### src/rtl/rnd_arbiter.sv
// rnd_arbiter: round-robin sharing of an LFSR word among requesters, each
// receiving a number in [0, limit) by mask-and-reject sampling.
// Ports:
//   clk_i        rising-edge clock
//   rst_ni       asynchronous active-low reset
//   rnd_num_i    free-running LFSR word (RND_W bits, advances every clock)
//   req_i        level request per requester, held until its grant
//   limit_i      packed exclusive bounds, requester i at [i*OUT_W +: OUT_W], 0 = 2^OUT_W
//   gnt_o        one-hot single-cycle grant
//   rnd_o        result, valid while rnd_valid_o is high
//   rnd_valid_o  high together with the gnt_o pulse
//   busy_o       high while a transaction is in SAMPLE or RESP
module rnd_arbiter #(
  parameter int N_REQ     = 3,
  parameter int RND_W     = 16,
  parameter int OUT_W     = 8,
  parameter int MAX_TRIES = 8
) (
  input  logic                   clk_i,
  input  logic                   rst_ni,
  input  logic [RND_W-1:0]       rnd_num_i,
  input  logic [N_REQ-1:0]       req_i,
  input  logic [N_REQ*OUT_W-1:0] limit_i,
  output logic [N_REQ-1:0]       gnt_o,
  output logic [OUT_W-1:0]       rnd_o,
  output logic                   rnd_valid_o,
  output logic                   busy_o
);
  localparam int PW = $clog2(N_REQ);
  localparam int TW = $clog2(MAX_TRIES + 1);
  typedef enum logic [1:0] {IDLE, SAMPLE, RESP} state_t;
  state_t state, state_n;
  logic [PW-1:0] ptr, idx, off, sel;
  logic [PW:0] sum;
  logic [2*N_REQ-1:0] rot;
  logic found;
  logic [OUT_W-1:0] lim, mask, lim_sel, mask_sel, cand, res, res_n;
  logic [TW-1:0] tries;
  logic accept, last;
  logic unused_bits;
  assign unused_bits = ^rnd_num_i;
  // Rotate the doubled request vector so the lowest set bit is the first
  // requester at or after ptr.
  always_comb begin
    rot = {req_i, req_i} >> ptr;
    found = |req_i;
    off = '0;
    for (int i = N_REQ - 1; i >= 0; i--)
      if (rot[i]) off = PW'(i);
    sum = {1'b0, ptr} + {1'b0, off};
    sel = (sum >= (PW+1)'(N_REQ)) ? PW'(sum - (PW+1)'(N_REQ)) : PW'(sum);
  end
  // Smear lim-1 rightwards: mask covers every bit up to its MSB.
  // lim=0 wraps to all-ones, lim=1 gives 0.
  always_comb begin
    lim_sel = limit_i[sel*OUT_W +: OUT_W];
    mask_sel = lim_sel - OUT_W'(1);
    for (int i = 0; i < OUT_W; i++)
      mask_sel = mask_sel | (mask_sel >> 1);
  end
  // mask < 2*lim, so the fallback cand-lim is always below lim.
  always_comb begin
    cand = rnd_num_i[OUT_W-1:0] & mask;
    accept = (lim == '0) || (cand < lim);
    last = tries == TW'(MAX_TRIES - 1);
    res_n = accept ? cand : cand - lim;
    state_n = (state == IDLE)   ? (found ? SAMPLE : IDLE) :
              (state == SAMPLE) ? ((accept || last) ? RESP : SAMPLE) : IDLE;
    busy_o = state != IDLE;
  end
  always_ff @(posedge clk_i or negedge rst_ni)
    if (!rst_ni) state <= IDLE;
    else state <= state_n;
  always_ff @(posedge clk_i or negedge rst_ni)
    if (!rst_ni) begin
      ptr <= '0;
      idx <= '0;
      lim <= '0;
      mask <= '0;
      tries <= '0;
      res <= '0;
      gnt_o <= '0;
      rnd_valid_o <= 1'b0;
      rnd_o <= '0;
    end else begin
      gnt_o <= '0;
      rnd_valid_o <= 1'b0;
      if (state == IDLE && found) begin
        idx <= sel;
        lim <= lim_sel;
        mask <= mask_sel;
        tries <= '0;
      end
      if (state == SAMPLE) begin
        tries <= tries + TW'(1);
        res <= res_n;
      end
      if (state == RESP) begin
        ptr <= (idx == PW'(N_REQ - 1)) ? '0 : idx + PW'(1);
        if (req_i[idx]) begin
          gnt_o <= N_REQ'(1) << idx;
          rnd_valid_o <= 1'b1;
          rnd_o <= res;
        end
      end
    end
endmodule

### config.mk
export PLATFORM = sky130hd
export DESIGN_NAME = rnd_arbiter
export DESIGN_NICKNAME = d
export VERILOG_FILES = /design/src/rtl/rnd_arbiter.sv
export SDC_FILE = /design/constraint.sdc
export NUM_CORES = 1
export LEC_CHECK = 0
export ABC_AREA = 0
export BUFFER_PORTS_ARGS = -buffer_cell sky130_fd_sc_hd__buf_4
export CAP_MARGIN = 40
export CORE_MARGIN = 1.5
export CORE_UTILIZATION = 52
export CTS_BUF_LIST = sky130_fd_sc_hd__clkbuf_2
export DETAILED_ROUTE_END_ITERATION = 8
export HOLD_SLACK_MARGIN = 0.12
export PLACE_DENSITY = 0.88
export RECOVER_POWER = 25
export SLEW_MARGIN = 25
export SYNTH_ARGS = -nofsm -noshare
export SYNTH_HDL_FRONTEND = slang
export SYNTH_SLANG_ARGS = --single-unit
export TNS_END_PERCENT = 10
### constraint.sdc
create_clock -name clk_i -period 4.2 [get_ports clk_i]
set_input_delay 0.21 -clock clk_i [delete_from_list [all_inputs] [get_ports clk_i]]
set_output_delay 0.21 -clock clk_i [all_outputs]
set_load 0.05 [all_outputs]
==> flow_metrics.py, run 1 <==
metrics = {
    "synthesis": {
        "synth_seq_cells": 46,
        "ys_seq_area_share_pct": 39.2,
        "syn_area_per_cell_um2": 8.63,
        "synthArstFlopShare_pct": 100,
        "synth_top_flop_cell": "dfrtp_1",
        "yosys_warnings": 0,
        "synth_cell_types": 58,
        "syn_inst": 340,
        "synth-edff-count": 0,
        "netlist_area_um2": 2930,
        "syn-num-nets": 400,
    },
    "routing": {
        "firstDrtPassIters": 4,
        "drtIter0Drc": 155,
        "routed_wirelength_um": 7390,
        "viasPerCell": 5.61,
        "antenna_left": 0,
        "vias": 2773,
        "wl_per_cell_um": 15.0,
        "drc": 0,
    },
    "floorplan": {
        "die_y_um": 78.1,
        "die_w_um": 78.1,
        "ios": 58,
        "start_util_pct": 53.6,
        "rows": 27,
        "core_area_um2": 5470,
        "dieArea_um2": 6100,
    },
    "clock_network": {
        "htreeDepth": 2,
        "cts_tree": "done",
        "cts_sinks": 46,
        "clock_latency_ns": 0.44,
        "clkSlewWorstSetupHoldPaths_ns": 0.23,
        "cts_buffer_depth": 2,
        "cts_root_buf": "clkbuf_2",
        "cts_made_buffers": 5,
    },
    "placement": {
        "hpwlAfterDp_um": 4960,
        "gp_congestion": 0.853,
        "dp_cells": 472,
        "port_buffers": 49,
        "dp_slack_ns": -0.105,
    },
    "global_routing": {
        "gr-total-overflow": 0,
        "grt_pass1_wl_um": 11200,
        "antenna_found_initial": 0,
        "grt_max_degree": 47,
        "grt_pass1_vias": 2586,
        "grt.total_usage_pct": 22.8,
    },
    "critical_path": {
        "crit_path_end": "mask[1]",
        "reg2reg_from": "ptr[0]",
        "critPathKind": "flop to flop",
        "crit_path_start": "ptr[0]",
        "reg2reg_depth": 21,
        "crit_path_end_kind": "flop",
        "required_ns": 4.53,
        "startpoint_type": "flop",
        "cp_max_fo": 5,
        "reg2reg_to": "mask[1]",
        "ff2ff_setup_slack_ns": -0.11,
        "arrival_ns": 4.64,
    },
    "outcome": {
        "violations": "capacitance limit, slew limit, setup timing",
        "status": "finished, violations left",
    },
    "sta": {
        "drv_slew": 47,
        "hold_viol": 0,
        "worst_slew_pin_slew_ns": 2.27,
        "fmax_ghz": 0.232,
        "setup_ws_ns": -0.113,
        "post-route-period-util_pct": 103,
        "fin_tns_setup_ns": -0.215,
        "rsz0062_at_grt": "yes",
        "period_needed_ns": 4.31,
        "hold-worst-slack_ns": 0.181,
        "max-slew-margin-rel_pct": -51.3,
        "final.setup_skew_ns": 0.0223,
        "setup_violations": 4,
    },
    "min_path": {
        "min_path_type": "input port to flop",
    },
    "layout": {
        "layoutNonFillerInstCount": 494,
        "antenna_cells": 0,
        "area_growth_pct": 33.0,
        "nNetsFinal": 481,
        "drive_above_1_share_pct": 30.8,
    },
    "flow_run": {
        "drv_cap": 1,
    },
}
[through the flow]
step / utilization (%) / instance area (µm²)
finish: 71.3 / 3900
global route: 71.3 / 3900
CTS: 67.5 / 3700
detailed placement: 64.0 / 3500
global placement: 64.0 / 3500
floorplan: - / 2930
[routing by layer]
layer / track usage (%) / vias up / part of all wire [%]
li1: - / 1343 / -
met1: 26.1 / 1298 / 39
met2: 42.1 / 106 / 52
met3: 3.95 / 26 / 5.0
met4: 8.75 / 0 / 4.1
met5: 0 / - / 0
[cell type report]
type,count,area [µm²]
flip-flops and latches,46,1150
clock buffers,5,25.0
multi-input cells,261,1830
inverters,23,88.8
well taps,72,90.1
repair buffers,84,656
clock inverters,3,63.8
fillers,410,1570
[Yosys cell counts (2+ instances only)]
cell	n	area, µm²
a31oi_1	3	18.8
nor2_1	24	90.1
o21ai_1	3	15.0
o211ai_1	4	30.0
buf_2	2	10.0
dfrtp_1	46	1150
o311ai_0	2	17.5
a2bb2oi_1	4	35.0
xnor2_1	4	35.0
and2_1	7	43.8
nor4b_1	2	17.5
a32o_1	2	20.0
o31ai_1	5	37.5
a21boi_0	3	22.5
o21a_1	4	30.0
o22ai_1	2	12.5
nand3_1	3	15.0
ha_1	13	163
inv_1	21	78.8
nor2b_1	5	31.3
xor2_1	3	26.3
nand2_1	68	255
mux2i_1	11	110
nor3_1	4	20.0
clkbuf_1	7	26.3
or2_2	4	25.0
fa_1	2	40.0
a21oi_1	10	50.1
nor3b_1	3	22.5
nand2b_1	6	37.5
nand4_1	2	12.5
o21bai_1	3	22.5
o21ai_0	31	155
nor4_1	3	18.8
[placed cells by master, fill, tap and decap left out, types with 3 or more instances in the layout]
cell / instances
xnor2_1: 4
a21oi_1: 8
nand2_1: 67
o21ai_1: 3
nor3_1: 4
o21bai_1: 3
ha_1: 10
nor2b_1: 5
xor2_1: 3
and2_1: 7
o211ai_1: 4
inv_2: 3
or2_2: 3
inv_1: 18
o31ai_1: 5
o21ai_0: 30
buf_4: 74
buf_6: 5
dlygate4sd3_1: 4
nor4_1: 3
clkbuf_2: 5
a21boi_0: 3
nor2_1: 21
nand2b_1: 5
nor2_2: 3
dfrtp_1: 46
mux2i_1: 10
[worst min-delay path by stage]
stage	startpoint	endpoint	slack [ns]	depth (start not counted)
after floorplan	rst_ni	gnt_o[0]	-0.09	0
after global routing	limit_i[17]	lim[1]	0.18	4
final	limit_i[17]	lim[1]	0.18	4
after CTS	limit_i[17]	lim[1]	0.16	4
after global placement	rst_ni	tries[2]	0.23	1
after detailed placement	rst_ni	rnd_o[0]	0.23	1
[kinds of logic after synthesis]
family                   Yosys count  synth area share [%]
multiplexers                      11                  3.75
AND/OR/NAND/NOR                  141                  22.9
XOR/XNOR                           7                  2.09
buffers and inverters             33                  4.56
adder cells (fa/ha/maj)           15                  6.91
flip-flops                        46                  39.2
AO/OA/AOI/OAI                     87                  20.6
[timing repair]
item	4_1_cts	5_1_grt
setup buffers	2	8
endpoints found under the setup margin	6	7
gates resized for setup	8	37
hold buffers	4	0
hold endpoints to repair	49	0
pin swaps	2	15
[registers in the layout, summed over array words and instances, names as in the netlist]
register	count
lim	8
mask	8
res	8
rnd_o	8
tries	4
gnt_o	3
idx	2
ptr	2
state	2
rnd_valid_o	1
[critical path, cell delays in order, from the launching register on]
cell and delay (ns):
dfrtp_1 0.49, buf_6 0.13, nand2_2 0.05, nor2_2 0.13, a21oi_2 0.05, a21oi_2 0.12, ha_2 0.18, inv_2 0.04
fa_1 0.57, inv_2 0.07, ha_4 0.18, nand4b_4 0.25, a2bb2oi_2 0.20, a32o_2 0.30, inv_2 0.11, ha_4 0.17
o311ai_4 0.13, xor2_1 0.22, o211ai_1 0.17, o31a_1 0.17, a311oi_4 0.31, a31oi_2 0.17
Power of run 1 is left out: the tool's default activity adds up to more than one toggle a clock period on the data nets, which glitch-free logic cannot reach.
==> run 2: changes to the inputs <==
- RECOVER_POWER: 25 -> unset
==> run 2 against run 1 <==
Against the previous run: final cell count stayed put; critical path depth stayed put; sequential cell count did not move; final area barely moved; global-route usage stayed put; routed wire length hardly changed; count of clock-buffer cells in the layout is the same; critical endpoint unchanged; first-iteration DRC count did not move; core utilization is 0.069 points higher; highest routed layer unchanged; the flow finishes with violations (setup timing); die area unchanged.
==> flow_metrics.py, run 2 (synthesized netlist as in run 1, its figures left out) <==
metrics = {
    "outcome": {
        "status": "finished, violations left",
        "violations": "setup timing",
    },
    "global_routing": {
        "grt_max_degree": 47,
        "antenna_found_initial": 0,
        "gr-total-overflow": 0,
        "grt_pass1_wl_um": 11200,
        "grt_pass1_vias": 2586,
        "grt.total_usage_pct": 22.8,
    },
    "sta": {
        "fmax_ghz": 0.232,
        "post-route-period-util_pct": 103,
        "hold_viol": 0,
        "final.setup_skew_ns": 0.0223,
        "max-slew-margin-rel_pct": 53.8,
        "fin_tns_setup_ns": -0.215,
        "period_needed_ns": 4.31,
        "rsz0062_at_grt": "yes",
        "setup_violations": 4,
        "worst_slew_pin_slew_ns": 0.693,
        "drv_slew": 0,
        "setup_ws_ns": -0.113,
    },
    "critical_path": {
        "reg2reg_from": "ptr[0]",
        "crit_path_end_kind": "flop",
        "startpoint_type": "flop",
        "critPathKind": "flop to flop",
        "ff2ff_setup_slack_ns": -0.11,
        "reg2reg_depth": 21,
        "required_ns": 4.53,
        "reg2reg_to": "mask[1]",
        "cp_max_fo": 5,
        "arrival_ns": 4.64,
    },
    "layout": {
        "most-common-layout-cells": "buf_4, nand2_1, dfrtp_1, o21ai_0, nor2_1",
        "final_common_cell": "buf_4",
        "fin_area_um2": 3910,
        "area_growth_pct": 33.1,
        "nNetsFinal": 481,
        "filler_cell_count": 411,
        "antenna_cells": 0,
        "drive_above_1_share_pct": 31.0,
    },
    "placement": {
        "hpwlAfterDp_um": 4960,
        "gp_congestion": 0.853,
        "port_buffers": 49,
        "dpl_cell_area_um2": 3500,
    },
    "clock_network": {
        "clock_latency_ns": 0.44,
        "htreeDepth": 2,
        "cts_made_buffers": 5,
        "cts_buffer_depth": 2,
        "clkSlewWorstSetupHoldPaths_ns": 0.23,
        "cts_sinks": 46,
        "cts_tree": "done",
        "cts_root_buf": "clkbuf_2",
    },
    "min_path": {
        "min_path_type": "input port to flop",
        "hold_end": "lim[1]",
        "whs_path_depth": 4,
        "hp-start": "limit_i[17]",
    },
    "routing": {
        "drtIter0Drc": 155,
        "routed_wirelength_um": 7390,
        "firstDrtPassIters": 4,
        "antenna_left": 0,
        "viasPerCell": 5.61,
        "drc": 0,
        "wl_per_cell_um": 15.0,
        "vias": 2771,
    },
    "floorplan": {
        "dieArea_um2": 6100,
        "die_y_um": 78.1,
        "rows": 27,
        "ios": 58,
        "die_w_um": 78.1,
        "start_util_pct": 53.6,
        "core_area_um2": 5470,
    },
    "flow_run": {
        "drv_cap": 0,
    },
}
==> run 2: cell count changes in the layout (fill, tap and decap cells not counted) <==
cell,delta
clkbuf_1,-1
buf_4,+1
==> run 2: layout make-up <==
class                   count  area (µm²)  area share [%]
clock buffers               5        25.0           0.641
clock inverters             3        63.8            1.63
inverters                  23        88.8            2.27
multi-input cells         261        1830            46.8
flip-flops and latches     46        1150            29.5
well taps                  72        90.1            2.31
repair buffers             84         659            16.9
==> run 2: worst max-delay path, stage by stage, from the launching register on <==
cell,delay [ns]
dfrtp_1,0.49
buf_6,0.13
nand2_2,0.05
nor2_2,0.13
a21oi_2,0.05
a21oi_2,0.12
ha_2,0.18
inv_2,0.04
fa_1,0.57
inv_2,0.07
ha_4,0.18
nand4b_4,0.25
a2bb2oi_2,0.20
a32o_2,0.30
inv_2,0.11
ha_4,0.17
o311ai_4,0.13
xor2_1,0.22
o211ai_1,0.17
o31a_1,0.17
a311oi_4,0.31
a31oi_2,0.17
==> run 2: layer usage <==
metal,vias up,GRT usage [%],wire (µm)
met5,-,0,0
met4,0,8.75,304
met3,26,3.95,370
met2,106,42.1,3810
met1,1296,26.1,2910
li1,1343,-,-
==> run 2: through the flow <==
step	utilization, %	setup slack [ns]	cells	hold slack, ns
floorplan	-	0.0572	340	-0.0856
global placement	64.0	0.0274	472	0.233
detailed placement	64.0	-0.105	472	0.233
CTS	67.5	0.0166	486	0.164
global route	71.4	-0.304	494	0.184
finish	71.4	-0.113	494	0.181
==> run 2: how the worst max path moves through the flow <==
stage               startpoint  endpoint  slack [ns]  cells after the start
floorplan               ptr[0]   mask[1]        0.06                     18
global placement        ptr[0]   mask[1]        0.03                     18
detailed placement      ptr[0]   mask[1]       -0.10                     18
CTS                     ptr[0]   mask[1]        0.02                     21
global route            ptr[0]   mask[1]       -0.30                     21
finish                  ptr[0]   mask[1]       -0.11                     21
==> run 2: what timing repair did <==
item	in CTS	in global routing
setup endpoints to repair	6	7
hold buffers	4	0
gates resized for setup	8	37
endpoints found under the hold margin	49	0
buffers inserted	2	8
pin swaps	2	15
Power of run 2 is left out for the same reason.
==> run 3: changes to the inputs <==
- PLACE_DENSITY: 0.88 -> 0.78
==> run 3 against run 2 <==
Against the previous run: die area unchanged; non-clock buffer count down 4; critical path type is now input port to flop; sequential cell count did not move; critical path depth shrank 1; routed wire length down 15%; critical endpoint unchanged; count of clock-buffer cells in the layout grew 1; final cell count shrank 0.81%; the flow now finishes without violations.
==> flow_metrics.py, run 3 (synthesized netlist as in run 1, its figures left out) <==
metrics = {
    "critical_path": {
        "timing.critical_path.buf_inv": 5,
        "ff2ff_setup_slack_ns": 0.03,
        "reg2reg_to": "mask[1]",
        "crit_top_cell": "inv_2",
        "cp_max_fo": 7,
        "crit_chain": "dlygate4sd3_1 -> buf_4 -> inv_1 -> nand3_1 -> o21ai_2 -> nor2_1 -> a21oi_2 -> ha_2 -> inv_2 -> fa_1 -> inv_2 -> ha_4 -> o21ba_2 -> o22ai_1 -> o31ai_2 -> or2_1 -> or2_2 -> o31a_1 -> a311oi_4 -> a31oi_1",
        "slowest_delay_ns": 0.58,
        "reg2reg_from": "ptr[0]",
        "cp_top_family": "compound AO/OA/AOI/OAI gates",
        "reg2reg_depth": 18,
        "startpoint_type": "input port",
        "crit_path_end_kind": "flop",
        "required_ns": 4.52,
        "arrival_ns": 4.50,
        "crit_slowest_cell": "fa_1",
        "critPathKind": "input port to flop",
    },
    "routing": {
        "drc": 0,
        "routed_wirelength_um": 6300,
        "viasPerCell": 5.33,
        "vias": 2612,
        "antenna_left": 0,
        "firstDrtPassIters": 4,
        "wl_per_cell_um": 12.9,
        "drtIter0Drc": 95,
    },
    "layout": {
        "area_growth_pct": 27.3,
        "multiInputGateArea_um2": 1750,
        "antenna_cells": 0,
        "drive_above_1_share_pct": 27.8,
        "most-common-layout-cells": "buf_4, nand2_1, dfrtp_1, o21ai_0, nor2_1",
        "nNetsFinal": 477,
        "final_common_cell": "buf_4",
        "register_area_um2": 1150,
        "filler_cell_count": 451,
    },
    "placement": {
        "gp_congestion": 0.849,
        "port_buffers": 49,
        "dp_slack_ns": -0.0431,
        "hpwlAfterDp_um": 4720,
    },
    "global_routing": {
        "antenna_found_initial": 0,
        "grt_pass1_vias": 2472,
        "grt_max_degree": 47,
        "grt.total_usage_pct": 21.4,
        "gr-total-overflow": 0,
        "grt_pass1_wl_um": 10600,
    },
    "floorplan": {
        "dieArea_um2": 6100,
        "die_w_um": 78.1,
        "die_y_um": 78.1,
        "start_util_pct": 53.6,
        "core_area_um2": 5470,
        "rows": 27,
        "ios": 58,
    },
    "clock_network": {
        "cts_sinks": 46,
        "cts_made_buffers": 5,
        "clkSlewWorstSetupHoldPaths_ns": 0.23,
        "cts_tree": "done",
        "cts_buffer_depth": 2,
        "htreeDepth": 2,
        "cts_root_buf": "clkbuf_2",
        "clock_latency_ns": 0.42,
    },
    "sta": {
        "fmax_ghz": 0.240,
        "post-route-period-util_pct": 99.3,
        "setup_violations": 0,
        "hold_viol": 0,
        "worst_slew_pin_slew_ns": 0.663,
        "final.setup_skew_ns": 0.0264,
        "setup_ws_ns": 0.0298,
        "rsz0062_at_grt": "yes",
        "drv_slew": 0,
        "period_needed_ns": 4.17,
        "max-slew-margin-rel_pct": 55.8,
    },
    "min_path": {
        "hp-start": "limit_i[17]",
        "whs_path_depth": 4,
        "hold_end": "lim[1]",
        "min_path_type": "input port to flop",
    },
    "flow_run": {
        "drv_cap": 0,
    },
    "outcome": {
        "status": "completed",
    },
}
==> run 3: cell types whose count changed in the layout (fill, tap and decap cells not counted), sizes merged <==
cell	previous run	this run
clkinv	2	3
buf	80	76
bufinv	2	0
clkbuf	5	6
==> run 3: final cells by class <==
type                            instances  area share, %
Inverter                               23           2.31
Sequential cell                        46           30.8
Clock buffer                            6          0.804
Tap cell                               72           2.41
Clock inverter                          2          0.234
Multi-Input combinational cell        261           46.9
Timing Repair Buffer                   80           16.5
==> run 3: worst min-delay path, stage by stage <==
cell and delay [ns]:
buf_4 0.08, a32o_2 0.15, nand2_1 0.07, o21ai_0 0.07
==> run 3: through the flow <==
stage / instance area (µm²) / setup TNS (ns) / cells / hold slack, ns / utilization, %
floorplan: 2930 / 0 / 340 / -0.0856 / -
global placement: 3530 / 0 / 476 / 0.238 / 64.5
detailed placement: 3530 / -0.0938 / 476 / 0.244 / 64.5
CTS: 3620 / 0 / 488 / 0.181 / 66.2
global route: 3740 / -0.737 / 490 / 0.165 / 68.3
finish: 3740 / 0 / 490 / 0.175 / 68.3
==> run 3: what timing repair did <==
action / 4_1_cts / 5_1_grt
endpoints found under the hold margin: 49 / 0
setup buffers: 0 / 2
gates resized for setup: 2 / 24
hold buffers: 4 / 0
endpoints found under the setup margin: 4 / 6
pin swaps: 1 / 12
==> run 3: worst max path at each step <==
stage                   from      end  slack (ns)  cells past startpoint
finish              req_i[1]  mask[1]        0.03                     20
global route          ptr[0]  mask[1]       -0.18                     22
CTS                   ptr[0]  mask[1]        0.01                     19
detailed placement    ptr[0]  mask[1]       -0.04                     18
global placement      ptr[0]  mask[1]        0.05                     18
floorplan             ptr[0]  mask[1]        0.06                     18
==> run 3: metal layers <==
| layer | GRT usage [%] | wire length, µm | part of all wire [%] | vias up |
|---|---|---|---|---|
| met1 | 24.3 | 2720 | 43 | 1191 |
| met4 | 8.04 | 116 | 1.8 | 0 |
| met2 | 40.3 | 3160 | 50 | 72 |
| li1 | - | - | - | 1340 |
| met3 | 3.26 | 310 | 4.9 | 9 |
| met5 | 0 | 0 | 0 | - |
Power of run 3 is left out for the same reason.
